`config.mk`:
```
export PLATFORM = sky130hd
export DESIGN_NAME = bin_to_bcd8
export DESIGN_NICKNAME = d
export VERILOG_FILES = /design/src/rtl/bin_to_bcd8.sv
export SDC_FILE = /design/constraint.sdc
export NUM_CORES = 1
export LEC_CHECK = 0
export ABC_AREA = 1
export CAP_MARGIN = 40
export CELL_PAD_IN_SITES_DETAIL_PLACEMENT = 1
export CELL_PAD_IN_SITES_GLOBAL_PLACEMENT = 2
export CORE_MARGIN = 3
export CORE_UTILIZATION = 30
export CTS_BUF_LIST = sky130_fd_sc_hd__clkbuf_8
export DETAILED_ROUTE_END_ITERATION = 10
export GPL_TIMING_DRIVEN = 0
export PLACE_DENSITY = 0.82
export SYNTH_ARGS = -nofsm -noshare
export SYNTH_HDL_FRONTEND = slang
export SYNTH_SLANG_ARGS = --single-unit
```
`constraint.sdc`:
```
create_clock -name clk_i -period 2.56 [get_ports clk_i]
set_input_delay 0.256 -clock clk_i [delete_from_list [all_inputs] [get_ports clk_i]]
set_output_delay 0.256 -clock clk_i [all_outputs]
set_load 0.02 [all_outputs]
```
`src/rtl/bin_to_bcd8.sv`:
```
// rtl/bin_to_bcd8.sv - sequential double-dabble binary to eight-digit BCD converter
//
// Purpose: converts an unsigned IN_W-bit value to eight BCD digits plus an
// overflow flag, one binary bit per clock, for the seven-segment display
// controller. A ninth working digit exists only to detect values above
// 99,999,999.
//
// Build option: BCD_OVF_CLAMP_EN - when defined, an overflowing result
// shows all nines instead of the value mod 10^8.
//
// Ports:
//   clk_i        system clock, rising edge
//   reset_i      synchronous active-high reset
//   bin_i        value to convert, sampled on the accepting edge only
//   start_i      conversion request, honoured in IDLE only
//   digits_o     registered BCD result, [0] is the least-significant digit
//   busy_o       conversion in progress
//   done_o       one-cycle pulse when digits_o/overflow_o are new
//   overflow_o   last converted value exceeded 99,999,999
module bin_to_bcd8 #(
    parameter int IN_W = 27
) (
    input  logic            clk_i,
    input  logic            reset_i,
    input  logic [IN_W-1:0] bin_i,
    input  logic            start_i,
    output logic [3:0]      digits_o [0:7],
    output logic            busy_o,
    output logic            done_o,
    output logic            overflow_o
);

    localparam int CW = $clog2(IN_W + 1);

    typedef enum logic [1:0] {
        S_IDLE,
        S_SHIFT,
        S_LATCH
    } state_t;

    state_t          state_q, state_d;
    logic [IN_W-1:0] bin_q, bin_d;
    logic [35:0]     bcd_q, bcd_d;
    logic [35:0]     bcd_adj;
    logic [CW-1:0]   cnt_q, cnt_d;
    logic [3:0]      digits_q [0:7];
    logic [3:0]      digits_d [0:7];
    logic            busy_q, busy_d;
    logic            done_q, done_d;
    logic            ovf_q, ovf_d;

    always_comb begin
        state_d  = state_q;
        bin_d    = bin_q;
        bcd_d    = bcd_q;
        cnt_d    = cnt_q;
        digits_d = digits_q;
        busy_d   = busy_q;
        done_d   = 1'b0;
        ovf_d    = ovf_q;

        // Add-3 correction so every digit carries correctly on the next doubling.
        bcd_adj = bcd_q;
        for (int i = 0; i < 9; i++) begin
            if (bcd_q[4*i +: 4] >= 4'd5) begin
                bcd_adj[4*i +: 4] = bcd_q[4*i +: 4] + 4'd3;
            end
        end

        case (state_q)
            S_IDLE: begin
                if (start_i) begin
                    bin_d   = bin_i;
                    bcd_d   = '0;
                    cnt_d   = CW'(IN_W);
                    busy_d  = 1'b1;
                    state_d = S_SHIFT;
                end
            end
            S_SHIFT: begin
                bcd_d = (bcd_adj << 1) | 36'(bin_q[IN_W-1]);
                bin_d = bin_q << 1;
                cnt_d = cnt_q - CW'(1);
                if (cnt_q == CW'(1)) begin
                    state_d = S_LATCH;
                end
            end
            S_LATCH: begin
                for (int i = 0; i < 8; i++) begin
                    digits_d[i] = bcd_q[4*i +: 4];
                end
                ovf_d = (bcd_q[35:32] != 4'd0);
`ifdef BCD_OVF_CLAMP_EN
                if (bcd_q[35:32] != 4'd0) begin
                    for (int i = 0; i < 8; i++) begin
                        digits_d[i] = 4'd9;
                    end
                end
`else
`endif
                done_d  = 1'b1;
                busy_d  = 1'b0;
                state_d = S_IDLE;
            end
            default: begin
                state_d = S_IDLE;
            end
        endcase
    end

    always_ff @(posedge clk_i) begin
        if (reset_i) begin
            state_q <= S_IDLE;
            bin_q   <= '0;
            bcd_q   <= '0;
            cnt_q   <= '0;
            for (int i = 0; i < 8; i++) begin
                digits_q[i] <= 4'd0;
            end
            busy_q  <= 1'b0;
            done_q  <= 1'b0;
            ovf_q   <= 1'b0;
        end else begin
            state_q  <= state_d;
            bin_q    <= bin_d;
            bcd_q    <= bcd_d;
            cnt_q    <= cnt_d;
            digits_q <= digits_d;
            busy_q   <= busy_d;
            done_q   <= done_d;
            ovf_q    <= ovf_d;
        end
    end

    assign digits_o   = digits_q;
    assign busy_o     = busy_q;
    assign done_o     = done_q;
    assign overflow_o = ovf_q;

endmodule

```
* After elaboration in Yosys (flattened, before gate mapping)
Cells that the tools add are included.
** Storage, ports and cells
- Register bits after elaboration :: 105
- Bits of input ports :: 30
- Output and inout port bits :: 35
** Cells by class
- Muxes and demuxes :: 21
- Add/subtract/negate cells :: 10
- Reductions and logical operators :: 7
- Bitwise logic cells :: 1
- Magnitude comparators :: 9
- Equal/unequal tests :: 5
** Operators with widths (count)
- $pmux 36 s2 :: 1
- $pmux 27 s2 :: 1
- $ge 4x3->1 const B :: 9
- $mux 36 :: 1
- $or 36x1->36 :: 1
- $add 4x2->4 const B :: 8
- $mux 4 :: 8
- $mux 27 :: 1
- $pmux 5 s2 :: 1
- $reduce_and 2->1 :: 3
- $eq 5x1->1 const B :: 1
- $mux 5 :: 1
- $sub 5x1->5 const B :: 1
- $mux 2 :: 2
- $ne 2x2->1 const B :: 2
- $pmux 2 s2 :: 1
- $reduce_bool 2->1 :: 2
- $reduce_bool 4->1 :: 1
- $add 3x2->3 const B :: 1
- $mux 3 :: 1
- $eq 2x1->1 const B :: 1
- $eq 2x2->1 const B :: 1
- $logic_not 2->1 :: 1
- $mux 1 :: 2
- $pmux 1 s2 :: 1

* Longest topological paths before layout
Gate-level depths: netlist of run 1.
- Word-level depth :: 4
- Depth in mapped cells :: 9

* Worst setup path before layout of run 1
OpenSTA, ideal clock, no wires.
- Path kind :: register -> register
- Start point :: register state_q[1]
- End point :: register bin_q[17]
- Arrival time :: 1.072 ns
- Period minus slack after synthesis :: 1.189 ns
- Data required time :: 2.443 ns
- Stages on the path, launching flop included :: 9
- Buffers on the path :: 2
- Slack :: 1.371 ns
- Library setup time :: 0.117 ns
- Cell sequence :: dfxtp_1 -> inv_1 -> nand2_1 -> nor2_1 -> inv_1 -> buf_4 -> buf_6 -> nor2_1 -> nor3_1
** Between the ends
- Longest elaborated chain between the ends :: 3
- Elaborated cells on any way between the ends :: 6
- Classes of those cells :: eq/ne: 2; mux: 1; reduce/logical: 3
** Ends and longest elaborated chain
- start: declaration :: line 41 : state_t state_q, state_d;
- start signal: assignment :: line 124 : state_q <= state_d;
- $eq 2x1->1 / $logic_not 2->1 (equally long branches) :: line 70 : case (state_q)
- $reduce_bool 2->1 (no source line) / $ne 2x2->1 (equally long branches)
- $reduce_and 2->1 (no source line)
- end signal: assignment :: line 125 : bin_q <= bin_d;
- end: declaration :: line 42 : logic [IN_W-1:0] bin_q, bin_d;
Several ways; a longest one is shown, not always the timed one.
A chain may end at the register's enable or synchronous reset.

* Worst setup path in the final report of run 1
- Start point :: register digits_q (netlist bit digits_o[31])
- End point :: output port digits_o[31] (netlist bit)
** RTL lines
- start: declaration :: line 46 : logic [3:0] digits_q [0:7];
- start signal: assignment :: line 128 : digits_q <= digits_d;
- end: declaration :: line 27 : output logic [3:0] digits_o [0:7],
No word-level cell between the ends.

==> summary.md, run 1 <==
| Metric | Value |
|---|---|
| Resized Gates After CTS | 0 |
| Initial Util | 31.3% |
| CP bufs+invs | 1 |
| IO buf count | between 60 and 70 |
| Worst VDD drop | between 0.0002 and 0.0003 V |
| Root Driver | clkbuf_8 |
| Most common cell in the netlist | dfxtp_1 |
| Worst Path Required | between 2 and 2.5 ns |
| Number of enable flip-flop cells after synthesis | 0 |
| Peak Freq | 612 MHz |
| Critical path, cell by cell | clkdlybuf4s50_1 |
| DIE AREA | 17,000 sq um |
| Final Critical Period | about 1.6 ns |
| Avg Vias per Cell | between 4 and 5 |
| Warnings from Yosys | 0 |
| Synth top cells by count | dfxtp_1, nand2_1, o21ai_0, nor2_1, inv_1 |
| Critical Path AT | 1.38 ns |
| Final hold slack | 0.192 ns |
| Layout cells sized above 1 | just over 5% |
| Syn Nets | about 670 |
| HP Class | in2reg |
| CTS max path bufs | 2 |
| Final #Nets | 745 |
| Num CTS Buffers | 9 |
| Crit end category | primary output |
| Sequential area share after synthesis | a little under half |
| Max incr delay on CP | 0.62 ns |
| Largest net degree at the start of global routing | 16 |
| Pins over their slew limit | 0 |
| GRT Max-Usage Layer | met2 |
| Clk_skew | approximately 0.0066 ns |
| Ys async rst share | 0% |
| Worst skew pair latency | 0.39 ns |
| Cell row count | 44 |
| Detailed Route WL | roughly 14 mm |
| Reg-to-reg setup timing slack | roughly 0.96 ns |
| I/O pin cnt | between 60 and 70 |
| PwrDens | 563 nW/um^2 |
| Cell count after synthesis | 620 |
| Worst-Margin Slew | 0.562 ns |
| M2 GR Usage | slightly below 30% |
| Global placer's final weighted congestion | 0.813 |
| Leakage | around 2.3 nW |
| DR iter-0 viols | between 200 and 250 |
| Area growth from synthesis to layout | 22.5% |
| Crit-path leading delay family | buffers and inverters |
| Setup CP Type | reg2out |
| Placed cell count | just under 900 |
| DRC Markers | 0 |
| Worst-path clk slew | roughly 0.090 ns |
| CP max-delay cell | clkdlybuf4s50_1 |
| # setup viols final | 0 |
| Cell accounting for the most synthesized area | dfxtp_1 |
| #FFs+latches synth | 105 |
| Total global routing overflow | 0 |
| Post-synth top flop | dfxtp_1 |
| Avg Cell Area, Syn | around 7.5 sq um |
| Finished Layout Cells | a little under 900 |
| Syn Std Cell Area | 4630 sq um |
| Met1 usage | 22.7% |
| Top fanout value on the critical path | 2 |
| Final Hold Fails | 0 |
| Final TNS setup | 0 ns |
| Drt wl/cell | 15.6 um |
| Maxcap violations | 0 |
| Fin crit share | 63.8% |
| H-Tree Depth | 3 |
| Initial antenna violation count | 0 |
| Startpoint Class | flop |
| Rel. slew slack | between 60% and 70% |
| Total track usage | 17.4% |
| CTS tree | built |
| Vias | 4,404 |
| DR pass1 iterations | 4 |
| DPL Wire Length | 10.1 mm |
| Area of the core | roughly 15,000 sq um |
| Fin area | ~5700 sq um |
| Distinct cells, synth | 27 |
| First-pass GRT wire length | roughly 23 mm |
| Outcome | finished clean |
| RSZ-0062 raised after global routing | no |
| Synth area leaders | dfxtp_1, o21ai_0, nand2_1 |
| Number of routed nets with antenna violations | 0 |
| Clock Sinks | 105 |
| Chip width | ~130 um |
| # hold bufs at CTS | 0 |
| Synth top area share | 45.4% |
| Number of buffers added for setup after CTS | 0 |
| Antenna cell count | 0 |
| Die Ht | approximately 130 um |
| GR Util met3 | around 3.3% |
| Placed Area | roughly 5500 sq um |
| Vias in the first global route | approximately 4,600 |
## final timing paths
path,from,endpoint,cells after the start
worst max-delay path,digits_o[31]$_SDFFE_PP0P_,digits_o[31],1
worst min-delay path,reset_i,cnt_q[1]$_SDFFE_PP0P_,2
worst max register to register,state_q[1]$_SDFFE_PP0P_,digits_o[19]$_SDFFE_PP0P_,5
worst min register to register,bin_q[0]$_SDFFE_PP0P_,bin_q[0]$_SDFFE_PP0P_,2
## final cells by class
cell class	count	area (sq um)
Timing Repair Buffer	63	631
Tap cell	184	230
Sequential cell	105	2100
Multi-Input combinational cell	431	2180
Clock buffer	12	165
Clock inverter	3	15.0
Fill cell	1824	9140
Buffer	30	149
Inverter	54	203
## worst register-to-register path, stage by stage, from the launching register on
cell and delay [ns]:
dfxtp_1 0.38, inv_1 0.08, nor2_2 0.30, clkbuf_1 0.46
o21ai_0 0.17, a21oi_1 0.14
## kinds of logic after synthesis
kind of cell | Yosys count | synth area share (%)
AOI/OAI and AO/OA | 143 | 16.1
adders and majority gates | 21 | 5.67
DFF | 105 | 45.4
and+or+nand+nor | 261 | 24.1
xor gates and xnor gates | 6 | 1.13
buffers and inverters | 84 | 7.59
## report_power, final
part	internal [mW]	switching (mW)	total (mW)
Sequential	1.72	0.0485	1.77
Clock	0.424	0.567	0.991
Combinational	0.167	0.269	0.436
Total	2.31	0.885	3.20
## through the flow
step | power (mW) | setup WS, ns | utilization, %
CTS | 3.26 | 0.887 | 38.3
global route | 3.39 | 0.763 | 38.3
detailed placement | 2.25 | 0.797 | 37.1
finish | 3.20 | 0.926 | 38.3
floorplan | 2.06 | 1.37 | -
global placement | 2.24 | 0.784 | 37.1
## registers in the layout, indices dropped and copies added, names as in the netlist
register and flops:
bcd_q 36, digits_o 32, bin_q 27, cnt_q 5
state_q 2, busy_o 1, done_o 1, overflow_o 1
## per-layer routing
layer  part of all wire [%]  routed length (um)
met5                      0                   0
met2                     48                6570
met1                     47                6480
met4                    1.9                 259
met3                    3.4                 472
## placed cells by master, fill, tap and decap left out, types with 2 or more instances in the layout
cell type	instances
o211ai_1	9
clkbuf_1	14
buf_6	2
dfxtp_1	105
clkdlybuf4s50_1	63
a21oi_1	43
nor3_1	28
clkbuf_8	12
nor2_4	2
o21ai_0	84
clkinv_2	3
nand3_1	34
ha_1	21
buf_4	2
inv_2	2
inv_1	51
xor2_1	6
buf_2	11
nand4_1	14
nand2_1	98
nor2_1	82
o21ai_1	4
Power figures use the tool's default switching activity.
==> inputs of run 2 (changes only) <==
--- a/config.mk
+++ b/config.mk
@@ -10,11 +10,11 @@
 export CELL_PAD_IN_SITES_DETAIL_PLACEMENT = 1
 export CELL_PAD_IN_SITES_GLOBAL_PLACEMENT = 2
 export CORE_MARGIN = 3
-export CORE_UTILIZATION = 30
+export CORE_UTILIZATION = 29
 export CTS_BUF_LIST = sky130_fd_sc_hd__clkbuf_8
 export DETAILED_ROUTE_END_ITERATION = 10
 export GPL_TIMING_DRIVEN = 0
-export PLACE_DENSITY = 0.82
+export PLACE_DENSITY = 0.83
 export SYNTH_ARGS = -nofsm -noshare
 export SYNTH_HDL_FRONTEND = slang
 export SYNTH_SLANG_ARGS = --single-unit
==> constraint.sdc (replaced) <==
create_clock -name clk_i -period 1.49 [get_ports clk_i]
set_input_delay 0.149 -clock clk_i [delete_from_list [all_inputs] [get_ports clk_i]]
set_output_delay 0.149 -clock clk_i [all_outputs]
set_load 0.02 [all_outputs]
==> run 2 against run 1 <==
Final cell count is 3.1% higher. Worst setup slack worse by 0.80 ns. Register-to-register slack worse by 0.83 ns. Global-route usage is 1.4 points lower. Sequential cell count stayed put. Sequential power is 72% higher. Largest power group unchanged. Combinational power is 73% higher. Sequential share of layout area is 0.48 points lower.
==> summary.md, run 2 (synthesized netlist as in run 1, its figures left out) <==
| Metric | Value |
|---|---|
| Critical Path AT | 1.67 ns |
| Max incr delay on CP | 0.39 ns |
| Detailed Route WL | roughly 14 mm |
| Worst reg-to-reg path cell count | 8 |
| Vias | ~4,400 |
| Setup CP Type | reg2reg |
| DR pass1 iterations | 4 |
| Startpoint Class | flop |
| Total global routing overflow | 0 |
| Rel. slew slack | roughly 57% |
| Cell row count | 45 |
| HP Class | in2reg |
| Root Driver | clkbuf_8 |
| Final TNS setup | 0 ns |
| Max reg flops | 36 |
| DRC Markers | 0 |
| Antenna cell count | 0 |
| WHS Path Cells | 2 |
| Final Critical Period | between 1 and 1.5 ns |
| Total track usage | between 15 and 20% |
| Layout cells sized above 1 | 8.60% |
| Maxcap violations | 0 |
| DR iter-0 viols | 239 |
| Worst Path Required | between 1.5 and 2 ns |
| Critical path, cell by cell | inv_2, nor2_4, inv_2, buf_6, nor2_4, buf_4, nand3_1, o21ai_0 |
| # hold bufs at CTS | 0 |
| Area growth from synthesis to layout | 24.7% |
| Die Ht | 132 um |
| Peak Freq | ~730 MHz |
| Leakage | about 2.6 nW |
| Worst-path clk slew | 0.09 ns |
| Worst Hold End | cnt_q[1]$_SDFFE_PP0P_ |
| Worst-Margin Slew | about 0.64 ns |
| Pins over their slew limit | 0 |
| Clock Sinks | roughly 110 |
| Final #Nets | between 700 and 800 |
| Drt wl/cell | around 15 um |
| DPL Wire Length | approximately 10 mm |
| RSZ-0062 raised after global routing | yes |
| Initial antenna violation count | 0 |
| Num CTS Buffers | 9 |
| First-pass GRT wire length | approximately 23 mm |
| Finished Layout Cells | about 910 |
| Largest net degree at the start of global routing | 16 |
| CTS tree | built |
| Fillers | 1,923 |
| Number of routed nets with antenna violations | 0 |
| Fin crit share | 91.6% |
| Final Hold Fails | 0 |
| Reg2reg start | state_q[0]$_SDFFE_PP0P_ |
| Crit end category | flop |
| Global placer's final weighted congestion | approximately 0.85 |
| Clk_skew | about 0.0055 ns |
| Reg-to-reg endpoint | bcd_q[31]$_SDFFE_PP0P_ |
| Initial Util | approximately 30% |
| Top fanout value on the critical path | 10 |
| Outcome | finished clean |
| Commonest non-fill, non-tap cell in the layout | dfxtp_1 |
| Min-delay src | reset_i |
| I/O pin cnt | 65 |
| Area of the core | between 15,000 and 20,000 sq um |
| Worst VDD drop | ~0.00038 V |
| PwrDens | approximately 990 nW/um^2 |
| Placed cell count | 894 |
| # setup viols final | 0 |
| CTS max path bufs | 2 |
| Avg Vias per Cell | about 4.8 |
| Worst skew pair latency | around 0.38 ns |
| CP max-delay cell | dfxtp_4 |
| DIE AREA | between 15,000 and 20,000 sq um |
| Vias in the first global route | approximately 4,600 |
| Reg with most FFs | bcd_q |
| Most frequent cells in the layout | dfxtp_1, nand2_1, o21ai_0 |
| Reg-to-reg setup timing slack | approximately 0.13 ns |
| IO buf count | between 60 and 70 |
| H-Tree Depth | 3 |
| Chip width | 132 um |
-- run 2: layer usage --
layer | global-route usage [%] | part of all wire (%) | vias up
met5 | 0 | 0 | -
met4 | 4.85 | 1.8 | 0
met3 | 3.93 | 3.1 | 19
met2 | 27.7 | 48 | 56
met1 | 19.6 | 47 | 2086
li1 | - | - | 2204
-- run 2: where the power goes --
part	internal [mW]	switching [mW]	leakage, nW
clock	0.970	0.963	0.115
combinational	0.289	0.467	1.61
sequential	2.96	0.0855	0.859
-- run 2: layout make-up --
| class | instances | area [sq um] | area share (%) |
|---|---|---|---|
| plain buffers | 30 | 175 | 3.03 |
| clock buffers | 10 | 138 | 2.38 |
| clock inverters | 5 | 72.6 | 1.26 |
| inverters | 54 | 203 | 3.51 |
| multi-input cells | 431 | 2210 | 38.3 |
| flip-flops and latches | 105 | 2110 | 36.6 |
| well taps | 211 | 264 | 4.57 |
| repair buffers | 63 | 602 | 10.4 |
-- run 2: how the worst max path moves through the flow --
stage	startpoint	to	slack, ns	cells after the start
CTS	digits_o[17]$_SDFFE_PP0P_	digits_o[17]	0.003	1
finish	state_q[0]$_SDFFE_PP0P_	bcd_q[31]$_SDFFE_PP0P_	0.13	8
floorplan	state_q[1]$_SDFFE_PP0P_	bin_q[17]$_SDFFE_PP0P_	0.30	8
global placement	start_i	bin_q[22]$_SDFFE_PP0P_	-0.18	8
global route	state_q[0]$_SDFFE_PP0P_	bin_q[20]$_SDFFE_PP0P_	-0.002	7
detailed placement	start_i	bin_q[22]$_SDFFE_PP0P_	-0.18	8
-- run 2: worst max-delay path, delay by kind of cell (launching register included) --
family,cells,cell delay [ns]
buffers and inverters,4,0.47
AOI/OAI and AO/OA,1,0.08
and+or+nand+nor,3,0.35
DFF,1,0.39
-- run 2: stage by stage --
| stage | power [mW] | hold WS [ns] | setup WS [ns] | util, % | area (sq um) |
|---|---|---|---|---|---|
| floorplan | 3.55 | 0.287 | 0.301 | - | 4630 |
| global placement | 3.84 | 0.433 | -0.179 | 35.8 | 5530 |
| detailed placement | 3.86 | 0.440 | -0.181 | 35.8 | 5530 |
| CTS | 5.78 | 0.0929 | 0.00295 | 37.0 | 5700 |
| global route | 6.05 | 0.0972 | -0.00223 | 37.5 | 5780 |
| finish | 5.73 | 0.115 | 0.125 | 37.5 | 5780 |
-- run 2: timing repair --
item,4_1_cts,5_1_grt
setup buffers,0,0
resized for setup,36,41
setup endpoints to repair,61,92
==> inputs of run 3 (changes only) <==
--- a/config.mk
+++ b/config.mk
@@ -10,11 +10,11 @@
 export CELL_PAD_IN_SITES_DETAIL_PLACEMENT = 1
 export CELL_PAD_IN_SITES_GLOBAL_PLACEMENT = 2
 export CORE_MARGIN = 3
-export CORE_UTILIZATION = 29
+export CORE_UTILIZATION = 30
 export CTS_BUF_LIST = sky130_fd_sc_hd__clkbuf_8
 export DETAILED_ROUTE_END_ITERATION = 10
 export GPL_TIMING_DRIVEN = 0
-export PLACE_DENSITY = 0.83
+export PLACE_DENSITY = 0.82
 export SYNTH_ARGS = -nofsm -noshare
 export SYNTH_HDL_FRONTEND = slang
 export SYNTH_SLANG_ARGS = --single-unit
==> constraint.sdc (replaced) <==
create_clock -name clk_i -period 1.65 [get_ports clk_i]
set_input_delay 0.165 -clock clk_i [delete_from_list [all_inputs] [get_ports clk_i]]
set_output_delay 0.165 -clock clk_i [all_outputs]
set_load 0.02 [all_outputs]
==> run 3 against run 2 <==
Global-route usage up 1.4 points. Wire length is 0.94% higher. Design area is 1.7% lower.
==> summary.md, run 3 (synthesized netlist as in run 1, its figures left out) <==
| Metric | Value |
|---|---|
| DR iter-0 viols | ~260 |
| WHS Path Cells | 2 |
| HP Class | in2reg |
| DPL Wire Length | just over 10 mm |
| Worst Hold End | cnt_q[1]$_SDFFE_PP0P_ |
| Final #Nets | ~750 |
| Startpoint Class | flop |
| # setup viols final | 0 |
| Worst reg-to-reg path cell count | 4 |
| Total global routing overflow | 0 |
| Critical Path AT | roughly 1.4 ns |
| Cell row count | 44 |
| Maxcap violations | 0 |
| Worst-path clk slew | roughly 0.090 ns |
| Critical path, cell by cell | clkdlybuf4s50_1 |
| Most frequent cells in the layout | dfxtp_1, nand2_1, o21ai_0 |
| H-Tree Depth | 3 |
| Crit end category | primary output |
| Worst skew pair latency | slightly below 0.4 ns |
| Detailed Route WL | ~14 mm |
| Peak Freq | between 600 and 700 MHz |
| First-pass GRT wire length | roughly 23 mm |
| Top fanout value on the critical path | 2 |
| Final hold slack | 0.0935 ns |
| Area of the core | about 15,000 sq um |
| Final Hold Fails | 0 |
| Max reg flops | 36 |
| Die Ht | 130 um |
| Reg-to-reg setup timing slack | about 0.14 ns |
| DRC Markers | 0 |
| Reg-to-reg endpoint | digits_o[1]$_SDFFE_PP0P_ |
| Vias in the first global route | 4,649 |
| Num CTS Buffers | 9 |
| Fillers | roughly 1,800 |
| Global placer's final weighted congestion | between 0.8 and 0.9 |
| Crit-path leading delay family | buffers and inverters |
| I/O pin cnt | 65 |
| Worst-Margin Slew | 0.545 ns |
| Initial antenna violation count | 0 |
| Antenna cell count | 0 |
| Rel. slew slack | between 60 and 70% |
| Total track usage | about 17% |
| DIE AREA | around 17,000 sq um |
| Layout cells sized above 1 | between 5 and 6% |
| Max incr delay on CP | just over 0.6 ns |
| DR pass1 iterations | 4 |
| Outcome | finished clean |
| Commonest non-fill, non-tap cell in the layout | dfxtp_1 |
| IO buf count | 63 |
| PwrDens | 874 nW/um^2 |
| Worst Path Required | about 1.5 ns |
| Clock Sinks | roughly 110 |
| Avg Vias per Cell | between 4 and 5 |
| CP max-delay cell | clkdlybuf4s50_1 |
| Final Critical Period | ~1.5 ns |
| Leakage | roughly 2.3 nW |
| Area growth from synthesis to layout | 22.7% |
| Clk_skew | about 0.0053 ns |
| Root Driver | clkbuf_8 |
| Setup CP Type | reg2out |
| Pins over their slew limit | 0 |
| CP bufs+invs | 1 |
| Fin crit share | a little over nine tenths |
| Largest net degree at the start of global routing | 16 |
| Vias | ~4,400 |
| Number of routed nets with antenna violations | 0 |
| CTS max path bufs | 2 |
| # hold bufs at CTS | 0 |
| Final core area utilization | about two fifths |
| Drt wl/cell | roughly 16 um |
| CTS tree | built |
| Initial Util | 31.3% |
| Chip width | about 130 um |
| Min-delay src | reset_i |
| Reg2reg start | state_q[1]$_SDFFE_PP0P_ |
| Reg with most FFs | bcd_q |
| Worst VDD drop | 0.000439 V |
## run 3: cell count changes in the layout (fill, tap and decap cells not counted), moves of 6 or more
cell             before  now
dfxtp_1              98  104
clkdlybuf4s50_1      28   63
dlygate4sd2_1        31    0
inv_2                 9    2
## run 3: power by group
part | switching (mW) | total (mW) | leakage, nW | internal (mW)
Combinational | 0.418 | 0.678 | 1.35 | 0.260
Clock | 0.887 | 1.54 | 0.0980 | 0.658
Sequential | 0.0753 | 2.74 | 0.855 | 2.67
Total | 1.38 | 4.97 | 2.30 | 3.59
## run 3: per-layer routing
layer / track usage, % / share of wire [%]
met5: 0 / 0
met4: 5.75 / 1.3
met3: 3.27 / 3.7
met2: 28.8 / 48
met1: 22.7 / 47
## run 3: area by class of cell
type	instances	area, sq um	share of cell area, %
buffer	30	156	2.75
clock buffer	12	165	2.91
clock inverter	3	15.0	0.264
inverter	54	203	3.57
multi-input combinational	431	2180	38.3
sequential	105	2100	37.0
tap	184	230	4.05
timing repair buffer	63	631	11.1
## run 3: worst max-delay path by stage
stage	startpoint	end	slack [ns]	depth (start not counted)
6_report	digits_o[31]$_SDFFE_PP0P_	digits_o[31]	0.10	1
2_1_floorplan	state_q[1]$_SDFFE_PP0P_	bin_q[17]$_SDFFE_PP0P_	0.46	8
3_5_place_dp	start_i	bin_q[22]$_SDFFE_PP0P_	-0.02	8
5_1_grt	state_q[1]$_SDFFE_PP0P_	digits_o[5]$_SDFFE_PP0P_	-0.003	4
4_1_cts	state_q[1]$_SDFFE_PP0P_	digits_o[19]$_SDFFE_PP0P_	0.06	5
3_3_place_gp	start_i	bin_q[22]$_SDFFE_PP0P_	-0.04	8
## run 3: through the flow
stage / total power [mW] / worst slack (ns) / instance area, sq um / cells / setup TNS (ns)
3_3_place_gp: 3.47 / -0.0351 / 5490 / 867 / -0.0449
5_1_grt: 5.26 / -0.00266 / 5680 / 882 / -0.00287
6_report: 4.97 / 0.102 / 5680 / 882 / 0
2_1_floorplan: 3.20 / 0.461 / 4630 / 620 / 0
4_1_cts: 5.05 / 0.0566 / 5670 / 882 / 0
3_5_place_dp: 3.49 / -0.0219 / 5490 / 867 / -0.0428
## run 3: repair_timing
item	in CTS	in global routing
setup endpoints to repair	0	32
setup buffers	0	0
gates resized for setup	0	10
==> edit: new RTL, settings of run 2 <==
Add a define of `BCD_OVF_CLAMP_EN`.
--- a/src/rtl/bin_to_bcd8.sv
+++ b/src/rtl/bin_to_bcd8.sv
@@ -17,6 +17,8 @@
 //   busy_o       conversion in progress
 //   done_o       one-cycle pulse when digits_o/overflow_o are new
 //   overflow_o   last converted value exceeded 99,999,999
+`define BCD_OVF_CLAMP_EN
+
 module bin_to_bcd8 #(
     parameter int IN_W = 27
 ) (
Formal check against the unedited RTL: no difference found for any inputs over 10 cycles, from zero or initial values and one cycle with reset_i high; that may be too few to reach the edited logic, so the function may still have changed.
==> edit against run 2 <==
- sequential cell count unchanged
- core utilization decreased by 0.92 points
- synthesized cell count is 0.65% higher
- wire length rose by 9.7%
- worst setup slack worse by 0.043 ns
- total power fell by 5.4%
- via count rose by 6.1%
- synthesized area rose by 3.3%
- design area rose by 1.2%
- clock power shrank 14%
- critical path type unchanged
- critical endpoint is now digits_o[23]
==> edit: results <==
set metrics [dict create \
    wl_met1_microns 6810 \
    synthAdderAreaFrac_pct 5.49 \
    synth-xor-area-share_pct 0 \
    wirelength_microns 15000 \
    synth_common_cells "dfxtp_1, nand2_1, nand3_1" \
    use_met2_pct 30.1 \
    netlist_instances 624 \
    multi_input_area_share_pct 39.2 \
    dpl.hpwl_microns 10900 \
    place.gp.congestion 0.788 \
    routed-wl-met2_microns 7480 \
    drt_iter0_drc 192 \
    synth_compound_area_share_pct 15.7 \
    largest_reg_flops 36 \
    grt_max_degree 18 \
    irDropWorstVdd_uv 407 \
    ys_seq_area_share_pct 43.9 \
    synth.distinct_cells 29 \
    via_per_inst 5.04 \
    h-tree-depth 3 \
    final_nets 750 \
    post-place-ws_ns -0.130 \
    crit_path_max_incr_delay_ns 0.36 \
    grt_pass1_vias 4902 \
    synth_top_area_share_pct 43.9 \
    signal_buffers 93 \
    finClkSkew_ns 0.0114 \
    avgSynthCellArea_sq_um 7.67 \
    fin_area_sq_um 5850 \
    grt_pass1_wl_microns 24600 \
    grtUsageMet1_pct 20.7 \
    grt_util_met3_pct 2.66 \
    cp_slowest_cell "dfxtp_1" \
    buf_share_pct 13.5 \
    placed_cell_area_sq_um 5680 \
    grtUsageTotal_pct 16.9 \
    seqCellArea_sq_um 2110 \
    wl_met3_microns 492 \
    postCtsSetupBuffers 1 \
    status "completed" \
    synth_area_leaders "dfxtp_1, nand2_1, nand3_1" \
    cts_buffers 9 \
    final-clk-cell-share_pct 2.85 \
    path_clk_slew_ns 0.11 \
    p_leak_uw 0.00257 \
    drive_above_1_share_pct 10.1 \
    multi_input_gates 433 \
    fillers 2034 \
    tightest_slew_ns 0.575 \
    dp_cells 903 \
    nNonClkInverters 57 \
    wl_per_cell_microns 16.4 \
]
edit: changes by cell type in the layout (fill, tap and decap cells not counted), moves of 7 or more:
cell / change
a21oi_1: -20
a31oi_1: +12
buf_2: +12
inv_1: +7
nand3_1: +28
nand4_1: +11
nor2_1: -23
nor3_1: -13
o211ai_1: +11
o21ai_0: -28
o21ai_1: +17
or2_2: +8
edit: worst reg2reg max path, stage by stage (launching register included):
cell     delay (ns)
dfxtp_1        0.36
inv_1          0.12
ha_1           0.17
nand2_2        0.08
nor2_4         0.16
buf_2          0.28
a31oi_1        0.13
edit: path summary, 6_finish.rpt:
path / from / end / slack, ns / depth (start not counted)
min: reset_i / digits_o[3] / 0.07 / 2
max reg2reg: bcd_q[32] / digits_o[23] / 0.08 / 6
min reg2reg: bin_q[0] / bin_q[0] / 0.46 / 2
max: bcd_q[32] / digits_o[23] / 0.08 / 6
edit: report_power, final:
part | switching [uW] | internal [uW]
Combinational | 455 | 292
Clock | 1050 | 605
Sequential | 74.2 | 2940
